`src/rtl/hazard_stall_ctrl.sv`:
```
// hazard_stall_ctrl: D-stage RAW / HI-LO hazard stall, ID/EX clear and forward selects, plus the mult/div busy FSM.
// Latency: stall and forward selects are combinational; md_busy follows md_start_E by one cycle. Optional HAZARD_STATS_EN adds stall counters.
module hazard_stall_ctrl #(
    parameter int unsigned MULT_LAT = 5,
    parameter int unsigned DIV_LAT  = 10
) (
    input  logic        clk,
    input  logic        reset,
    input  logic [4:0]  rs_D,
    input  logic [4:0]  rt_D,
    input  logic [1:0]  tuse_rs_D,
    input  logic [1:0]  tuse_rt_D,
    input  logic        md_use_D,
    input  logic [4:0]  a3_E,
    input  logic [1:0]  tnew_E,
    input  logic [4:0]  a3_M,
    input  logic [1:0]  tnew_M,
    input  logic        md_start_E,
    input  logic        md_is_div_E,
    output logic        stall,
    output logic        clr_de,
    output logic [1:0]  fwd_rs_D,
    output logic [1:0]  fwd_rt_D,
    output logic        md_busy,
    output logic [31:0] stall_cnt,
    output logic [31:0] md_stall_cnt
);

    localparam logic [3:0] MULT_CNT = 4'(MULT_LAT);
    localparam logic [3:0] DIV_CNT  = 4'(DIV_LAT);

    typedef enum logic {IDLE, BUSY} md_state_t;

    md_state_t  state_q, state_d;
    logic [3:0] cnt_q, cnt_d;

    logic rs_hit_e, rs_hit_m, rt_hit_e, rt_hit_m;
    logic reg_hz, md_hz;

    // Register 0 is hardwired, so it never produces a dependency.
    assign rs_hit_e = (rs_D != 5'd0) && (rs_D == a3_E);
    assign rs_hit_m = (rs_D != 5'd0) && (rs_D == a3_M);
    assign rt_hit_e = (rt_D != 5'd0) && (rt_D == a3_E);
    assign rt_hit_m = (rt_D != 5'd0) && (rt_D == a3_M);

    assign reg_hz = (rs_hit_e && (tuse_rs_D < tnew_E)) ||
                    (rs_hit_m && (tuse_rs_D < tnew_M)) ||
                    (rt_hit_e && (tuse_rt_D < tnew_E)) ||
                    (rt_hit_m && (tuse_rt_D < tnew_M));

    assign md_busy = (state_q == BUSY);
    assign md_hz   = md_use_D && (md_busy || md_start_E);
    assign stall   = reg_hz || md_hz;
    assign clr_de  = stall;

    always_comb begin
        fwd_rs_D = 2'd0;
        fwd_rt_D = 2'd0;
        if (rs_hit_e && (tnew_E == 2'd0))      fwd_rs_D = 2'd1;
        else if (rs_hit_m && (tnew_M == 2'd0)) fwd_rs_D = 2'd2;
        if (rt_hit_e && (tnew_E == 2'd0))      fwd_rt_D = 2'd1;
        else if (rt_hit_m && (tnew_M == 2'd0)) fwd_rt_D = 2'd2;
    end

    // A start while BUSY reloads the count so the new op gets its full latency.
    always_comb begin
        state_d = state_q;
        cnt_d   = cnt_q;
        case (state_q)
            IDLE: begin
                if (md_start_E) begin
                    state_d = BUSY;
                    cnt_d   = md_is_div_E ? DIV_CNT : MULT_CNT;
                end
            end
            BUSY: begin
                if (md_start_E) begin
                    cnt_d = md_is_div_E ? DIV_CNT : MULT_CNT;
                end else if (cnt_q == 4'd1) begin
                    state_d = IDLE;
                    cnt_d   = 4'd0;
                end else begin
                    cnt_d = cnt_q - 4'd1;
                end
            end
            default: begin
                state_d = IDLE;
                cnt_d   = 4'd0;
            end
        endcase
    end

    always_ff @(posedge clk) begin
        if (reset) begin
            state_q <= IDLE;
            cnt_q   <= 4'd0;
        end else begin
            state_q <= state_d;
            cnt_q   <= cnt_d;
        end
    end

`ifdef HAZARD_STATS_EN
    logic [31:0] stall_cnt_q, stall_cnt_d;
    logic [31:0] md_stall_cnt_q, md_stall_cnt_d;

    // Both counters wrap naturally at 32 bits.
    always_comb begin
        stall_cnt_d    = stall_cnt_q + 32'(stall);
        md_stall_cnt_d = md_stall_cnt_q + 32'(md_hz);
    end

    always_ff @(posedge clk) begin
        if (reset) begin
            stall_cnt_q    <= 32'd0;
            md_stall_cnt_q <= 32'd0;
        end else begin
            stall_cnt_q    <= stall_cnt_d;
            md_stall_cnt_q <= md_stall_cnt_d;
        end
    end

    assign stall_cnt    = stall_cnt_q;
    assign md_stall_cnt = md_stall_cnt_q;
`else
    assign stall_cnt    = 32'd0;
    assign md_stall_cnt = 32'd0;
`endif

endmodule
```
`config.mk`:
```
export PLATFORM = sky130hd
export DESIGN_NAME = hazard_stall_ctrl
export DESIGN_NICKNAME = d
export VERILOG_FILES = /design/src/rtl/hazard_stall_ctrl.sv
export SDC_FILE = /design/constraint.sdc
export NUM_CORES = 1
export LEC_CHECK = 0
export ABC_AREA = 1
export CAP_MARGIN = 20
export CORE_MARGIN = 5
export CORE_UTILIZATION = 34
export CTS_CLUSTER_DIAMETER = 30
export DETAILED_ROUTE_END_ITERATION = 10
export PLACE_DENSITY = 0.84
export SYNTH_ARGS = -nofsm -noshare
export SYNTH_HDL_FRONTEND = slang
export SYNTH_SLANG_ARGS = --single-unit
export TNS_END_PERCENT = 30
```
`constraint.sdc`:
```
create_clock -name clk -period 1.3 [get_ports clk]
set_input_delay 0.195 -clock clk [delete_from_list [all_inputs] [get_ports clk]]
set_output_delay 0.195 -clock clk [all_outputs]
set_load 0.005 [all_outputs]
```
==> results.txt, run 1 <==
- Result of the run: completed
* CTS Hold Buffers Added: 0
- Across all hold checks on the routed design, the worst slack comes to 0.512 ns.
* Maximum number of pins on one net before global-route repair: 6
- STA puts the critical path data required time at 1.11 ns.
- Final critical-path required period: ~1.3 ns
* Net count of the finished layout: around 290
- Mean cell area of the mapped netlist: 6.46 sq um
- Data arrives at the worst endpoint at 1.08 ns.
- Leaving out fill and tap cells, the most frequent cell in the layout is conb_1.
- The worst hold path belongs to the class reg2reg.
- STA classifies the critical path endpoint as an output pin.
* Clock latency on the worst-skew pair: approximately 0.23 ns
- In this run the remaining antenna-violating nets after routing total 0.
- Maximum operating frequency: about 780 MHz
* Clock input transition at the sequential cells of the worst setup and hold paths: 0.04 ns
- The initial utilization of the core area, before any placement, comes to 0.352.
- Setup total negative slack: 0 ns
- From left edge to right edge, the die measures 71.8 um.
- In the routed layout, each cell is associated on average with a via count of 3.84.
* Final design instance area without fill: approximately 0.0016 sq mm
- Leaving out fill and tap cells, the most frequent cells in the layout are conb_1, nand2_1, buf_2.
- Cell area after technology mapping: 0.00130 sq mm
- CP startpoint kind: input port
- Detailed placement HPWL: 2570 um
* Leakage Power: 0.000908 uW
- Total Power: 930 uW
- Global placer's final weighted congestion: 0.817
- Yosys Warn Count: 0
- Top layer reached by signal wires: met4
- After detailed routing, the average wire length per cell comes to 10.6 um.
* Synthesized netlist cell count: 201
* Area inside the core boundary: 0.00369 sq mm
* Crit Path Category: in2out
- The detailed router put a total of 1060 um of wire on met1.
* Synthesis-stage register bit count: 5
- Buffers from clock root to sink, at most: 2
- All-Layer GR Usage: 0.112
- Buffer type at the clock tree root: clkbuf_8
- Portion of the clock cycle consumed by the worst path in the final layout: 0.982
- Unrepaired setup endpoints after global routing: yes
- Setup violations remaining at the end of the flow were counted as 0.
- Fill cells in the final layout number 400.
- In this run, distinct cell masters in the synthesized netlist total 26.
- The finished layout holds roughly 300 standard cells, fillers aside.
* Y dimension of the die: a little over 70 um
- Pin placement for this block handled 104 I/O pins.
- Worst vdd rail ir drop: 0.199 mV
* Cell Area, Placed: ~0.0015 sq mm
* Biggest fanout along the worst timing path: 3
* Count of clock tree sinks: 5
- CTS tree: built
- Clock Skew: 0.00599 ns
- The number of antenna violations at the first check in global routing came to 0.
* Power Density: approximately 570 mW/mm^2
- In this run, CTS created clock tree buffers numbering 3.
- Final number of hold-violating endpoints: 0
- Placed Cells incl. Taps: between 200 and 300
* Seq/Total Area, Yosys: 0.0771
- Total wire length after detailed routing: 3120 um
- Leftover overflow at the end of global routing: 0
* Port Buffers: 39
- Across the run, the number of max-cap violations was 0.
- Total Die Area: around 0.0052 sq mm
- Of the cells placed in the final design, the portion with a size suffix greater than 1 is 0.324.
- DRT iter0 DRCs: 28
* Met2 layer wire length in the routed design: 1620 um
- Total via count in the routed design: 1,134
- For this run, design rule violations remaining after detail routing come to 0.
- First-pass GRT wire length: 4640 um
- Row generation in the floorplan step produced 22 rows.
* Number of global-route vias before repair: 1,107
- In this run the number of H-tree levels came out at 1.
* Final count of pins violating max slew: 0
- Area growth from synthesis to layout: 26.7%
* TritonRoute pass-1 iters: 4
* N_diodes: 0
- Summed over all nets, wire length on met3 after detailed routing comes to 334 um.
==> timing repair <==
| item | CTS | global route |
|---|---|---|
| resized for setup | 151 | 33 |
| setup endpoints to repair | 7 | 5 |
| endpoints found under the hold margin | 0 | 0 |
| pin swaps | 43 | 26 |
| buffers inserted | 1 | 0 |
==> power by group <==
part	total, uW	switching, uW	internal [uW]
logic	462	249	214
clock network	291	80.4	211
registers	176	9.60	167
==> cells by family after synthesis <==
group / share of synthesized area
xor gates and xnor gates: 0.115
buffers and inverters: 0.448
adders and majority gates: 0.0578
DFF: 0.0771
other: 0.00289
AOI/OAI and AO/OA: 0.0491
and+or+nand+nor: 0.250
==> registers in the layout (all words and copies together), names as in the netlist <==
signal   count
cnt_q        4
md_busy      1
==> per-stage QoR <==
step	utilization	setup slack (ns)
final	0.446	0.0237
after global routing	0.446	-0.0409
after CTS	0.419	0.00140
after detailed placement	0.414	-0.871
after global placement	0.414	-0.872
after floorplan	-	0.0973
==> path summary, 6_finish.rpt <==
check	startpoint	to	slack [ns]	cells after the start
worst max-delay path	rs_D[4]	clr_de	0.02	9
worst min-delay path	cnt_q[3]	cnt_q[3]	0.51	2
worst max register to register	cnt_q[1]	cnt_q[3]	0.15	6
worst min register to register	cnt_q[3]	cnt_q[3]	0.51	2
==> critical path, cell delays in order <==
cell      delay, ns
buf_2          0.13
xnor2_1        0.17
nand2_1        0.08
nor2_2         0.12
nand3b_1       0.09
nand2_1        0.06
inv_1          0.04
nand2_2        0.08
buf_2          0.11
==> synthesized netlist by cell type <==
master	instances	area, sq um
nor2_2	3	18.8
buf_4	65	488
xnor2_1	14	123
inv_1	22	82.6
ha_1	6	75.1
o21ai_0	4	20.0
dfxtp_1	5	100
nand2_1	39	146
xor2_1	3	26.3
nand4_1	2	12.5
o211ai_1	1	7.51
inv_2	3	11.3
a211o_1	1	8.76
nor2_1	14	52.6
nor3_2	1	10.0
nor3_1	1	5.00
nor3_4	1	16.3
nand2_2	2	12.5
conb_1	1	3.75
a31oi_1	2	12.5
nor3b_1	1	7.51
nand3_2	1	10.0
nand3b_1	1	7.51
or2_1	1	6.26
nand3_1	4	20.0
a21oi_1	3	15.0
==> final cells by class <==
type | instances | area (sq um) | area share
well taps | 48 | 60.1 | 0.0365
multi-input cells | 169 | 1010 | 0.613
clock buffers | 4 | 45.0 | 0.0274
flip-flops and latches | 5 | 100 | 0.0608
inverters | 25 | 104 | 0.0631
repair buffers | 44 | 328 | 0.199
==> routing by layer <==
| layer | global-route usage | vias to the layer above |
|---|---|---|
| li1 | - | 576 |
| met1 | 0.111 | 487 |
| met2 | 0.210 | 63 |
| met3 | 0.0323 | 8 |
| met4 | 0.0543 | 0 |
| met5 | 0 | - |
No activity file was read; power rests on OpenSTA's default activity.
==> run 2: changes to the inputs <==
--- a/config.mk
+++ b/config.mk
@@ -12,6 +12,7 @@
 export CTS_CLUSTER_DIAMETER = 30
 export DETAILED_ROUTE_END_ITERATION = 10
 export PLACE_DENSITY = 0.84
+export REMOVE_ABC_BUFFERS = 1
 export SYNTH_ARGS = -nofsm -noshare
 export SYNTH_HDL_FRONTEND = slang
 export SYNTH_SLANG_ARGS = --single-unit
==> run 2 against run 1 <==
Fmax shrank 0.42%. Register-to-register slack improved by 0.05 ns. Worst setup slack worse by 0.0054 ns. Count of clock-buffer cells in the layout stayed put. Critical endpoint is now stall. Core utilization is 2.1 points higher. Highest routed layer unchanged. Combinational power is 4.8% higher. Die area is the same. Cell count up 1.0%. Critical path type unchanged.
==> results.txt, run 2 (same netlist as run 1, synthesis figures left out) <==
- Result of the run: completed
- Category of the worst setup path capture point: output pin
- The overall die area was 0.00516 sq mm (unchanged).
- The post-placement cell count was 292 (+0.69%).
* Ports placed on the boundary: 104 (unchanged)
- The remaining antenna violation count after routing came to 0 (unchanged).
* Critical Path RT: 1.11 ns (about the same)
- The leakage power total is 0.000959 uW (+5.7%).
* All-Layer GR Usage: 0.111 (-0.00137)
- The clock tree skew after final layout came to 0.00119 ns (-0.00480 ns).
- The signal on the critical path passes through buf_2 -> xor2_1 -> nor2_2 -> nand2_2 -> nor3_2 -> nor2_1 -> nand2_2 -> buf_2.
- Number of flip-flops under the largest register name: 4 (unchanged)
- TritonCTS built the clock tree.
- Drt drc: 0 (unchanged)
* Die span in x: 71.8 um (unchanged)
* Port Buffers: 39 (unchanged)
* CP Data Arrival Time: 1.09 ns (about the same)
- Share of post-route cells with drive strength above 1: 0.348 (+0.0241)
- Global placer's final weighted congestion: 0.882 (+8.0%)
* Number of antenna violations at the first check in global routing: 0 (unchanged)
* Biggest fanout along the worst timing path: 2 (-1)
- CP Buf/Inv Count: 2 (-1)
- The routed wire length per instance was 10.7 um (+0.96%).
- Final count of pins violating max slew: 0 (unchanged)
- The number of nets in the final layout was 290 (+1.0%).
- Ranked by flip-flop count, first place goes to cnt_q.
* Initial cell density of the core: 0.352 (unchanged)
- The floorplan row count came to 22 (unchanged).
- The final instance area was 0.00172 sq mm (+4.6%).
* Leftover overflow at the end of global routing: 0 (unchanged)
* Setup total negative slack: 0 ns (unchanged)
* Final number of hold-violating endpoints: 0 (unchanged)
- The number of iterations in the first detailed-routing pass is 4 (unchanged).
- The power per unit of standard cell area is 553 mW/mm^2 (-2.1%).
- DRT iter0 DRCs: 33 (+18%)
* CP max stage cell: xor2_1
* Number of global-route vias before repair: 1,072 (-3.2%)
* Met1 track demand over resource: 0.114 (+0.00268)
* Y dimension of the die: 71.8 um (unchanged)
- The library cell used most frequently in the layout, excluding fill and tap cells, is conb_1.
* Buffer type at the clock tree root: clkbuf_8
* Area growth from synthesis to layout: 32.6%
- Crit path largest cell delay: 0.16 ns (about the same)
* Count of clock tree sinks: 5 (unchanged)
* Delay-heaviest family, CP: simple AND/OR/NAND/NOR gates
- The met3 usage in global routing came to 0.0238 (-0.00842).
* Most frequent cells in the layout: conb_1, nand2_1, inv_1
- STA classifies the critical path startpoint as an input port.
* Unrepaired setup endpoints after global routing: yes
- The count of inserted antenna diode cells came to 0 (unchanged).
- Final critical-path required period: 1.28 ns (+0.00538 ns)
- Cell Area, Placed: 0.00154 sq mm (+0.98%)
- H-tree Lvls: 1 (unchanged)
- Buffers from clock root to sink, at most: 2 (unchanged)
* Worst vdd rail ir drop: 0.610 mV (+210%)
* Clock latency on the worst-skew pair: 0.22 ns (about the same)
- The min-delay analysis places its worst path in the category in2reg.
- The number of clock buffers inserted by TritonCTS is 3 (unchanged).
- The number of max-cap violations is 0 (unchanged).
- Setup violators final: 0 (unchanged)
- The met2 track demand over resource is 0.226 (+0.0153).
* Via count normalized by instance count: 3.88 (+0.91%)
- Grt peak-use layer: met2
- Portion of the clock cycle consumed by the worst path in the final layout: 0.986 (+0.00414)
- Maximum number of pins on one net before global-route repair: 6 (unchanged)
- Detailed placement HPWL: 2570 um (-0.25%)
- The top achievable clock speed came to 780 MHz (-0.42%).
- The clock-pin slew of the registers on the worst-case setup and hold paths was 0.03 ns (about the same).
- Post-Route Utilization: 0.467 (+0.0207)
* Number of standard cells in the layout, taps in and fillers out: 298 (+1.0%)
- The routed wire length came to 3180 um (+2.0%).
* Total via count in the routed design: 1,156 (+1.9%)
- First-pass GRT wire length: 4610 um (-0.73%)
- Crit Path Category: in2out
- Area inside the core boundary: 0.00369 sq mm (unchanged)
- Worst hold-check slack: 0.473 ns (-0.0394 ns)
[run 2: cell count changes in the layout (fill, tap and decap cells not counted), sizes merged]
cell           change
dlymetal6s2s       +1
dlygate4sd2        +1
clkbuf             +3
clkdlybuf4s15      -2
[run 2: metrics by stage]
stage                     worst slack, ns  power (uW)
after floorplan                     0.194         394
after global placement             -0.848         580
after detailed placement           -0.856         590
after CTS                         -0.0803         874
after global routing              -0.0611        1030
final                              0.0183         952
[run 2: path summary, 6_finish.rpt]
path	startpoint	to	slack, ns	depth (start not counted)
worst max-delay path	a3_E[2]	stall	0.02	8
worst min-delay path	md_start_E	cnt_q[3]	0.47	4
worst max register to register	cnt_q[1]	cnt_q[3]	0.20	6
worst min register to register	cnt_q[3]	cnt_q[3]	0.55	2
[run 2: report_power, final]
group,internal [uW],switching [uW],leakage [uW]
logic,228,256,0.000895
registers,167,11.6,0.0000415
clock network,211,79.2,0.0000228
[run 2: repair_timing]
action	CTS	global route
pin swaps	33	32
setup endpoints to repair	7	8
setup buffers	2	1
gates cloned	0	0
resized for setup	129	64
hold buffers	0	0
[run 2: per-layer routing]
layer,routed length (um),up-vias,part of all wire
met3,270,8,0.085
met4,64,0,0.020
met5,0,-,0
met2,1810,53,0.57
li1,-,584,-
met1,1030,511,0.32
[run 2: area by class of cell]
cell class	instances	area, sq um
multi-input cells	169	1040
repair buffers	47	373
fillers	369	1970
inverters	25	104
flip-flops and latches	5	100
clock buffers	4	45.0
well taps	48	60.1
[run 2: worst register-to-register path, stage by stage, from the launching register on]
cell	delay, ns
dfxtp_1	0.30
inv_1	0.07
ha_1	0.18
nor3b_2	0.16
nor2_1	0.12
nand2_1	0.08
a31oi_1	0.13
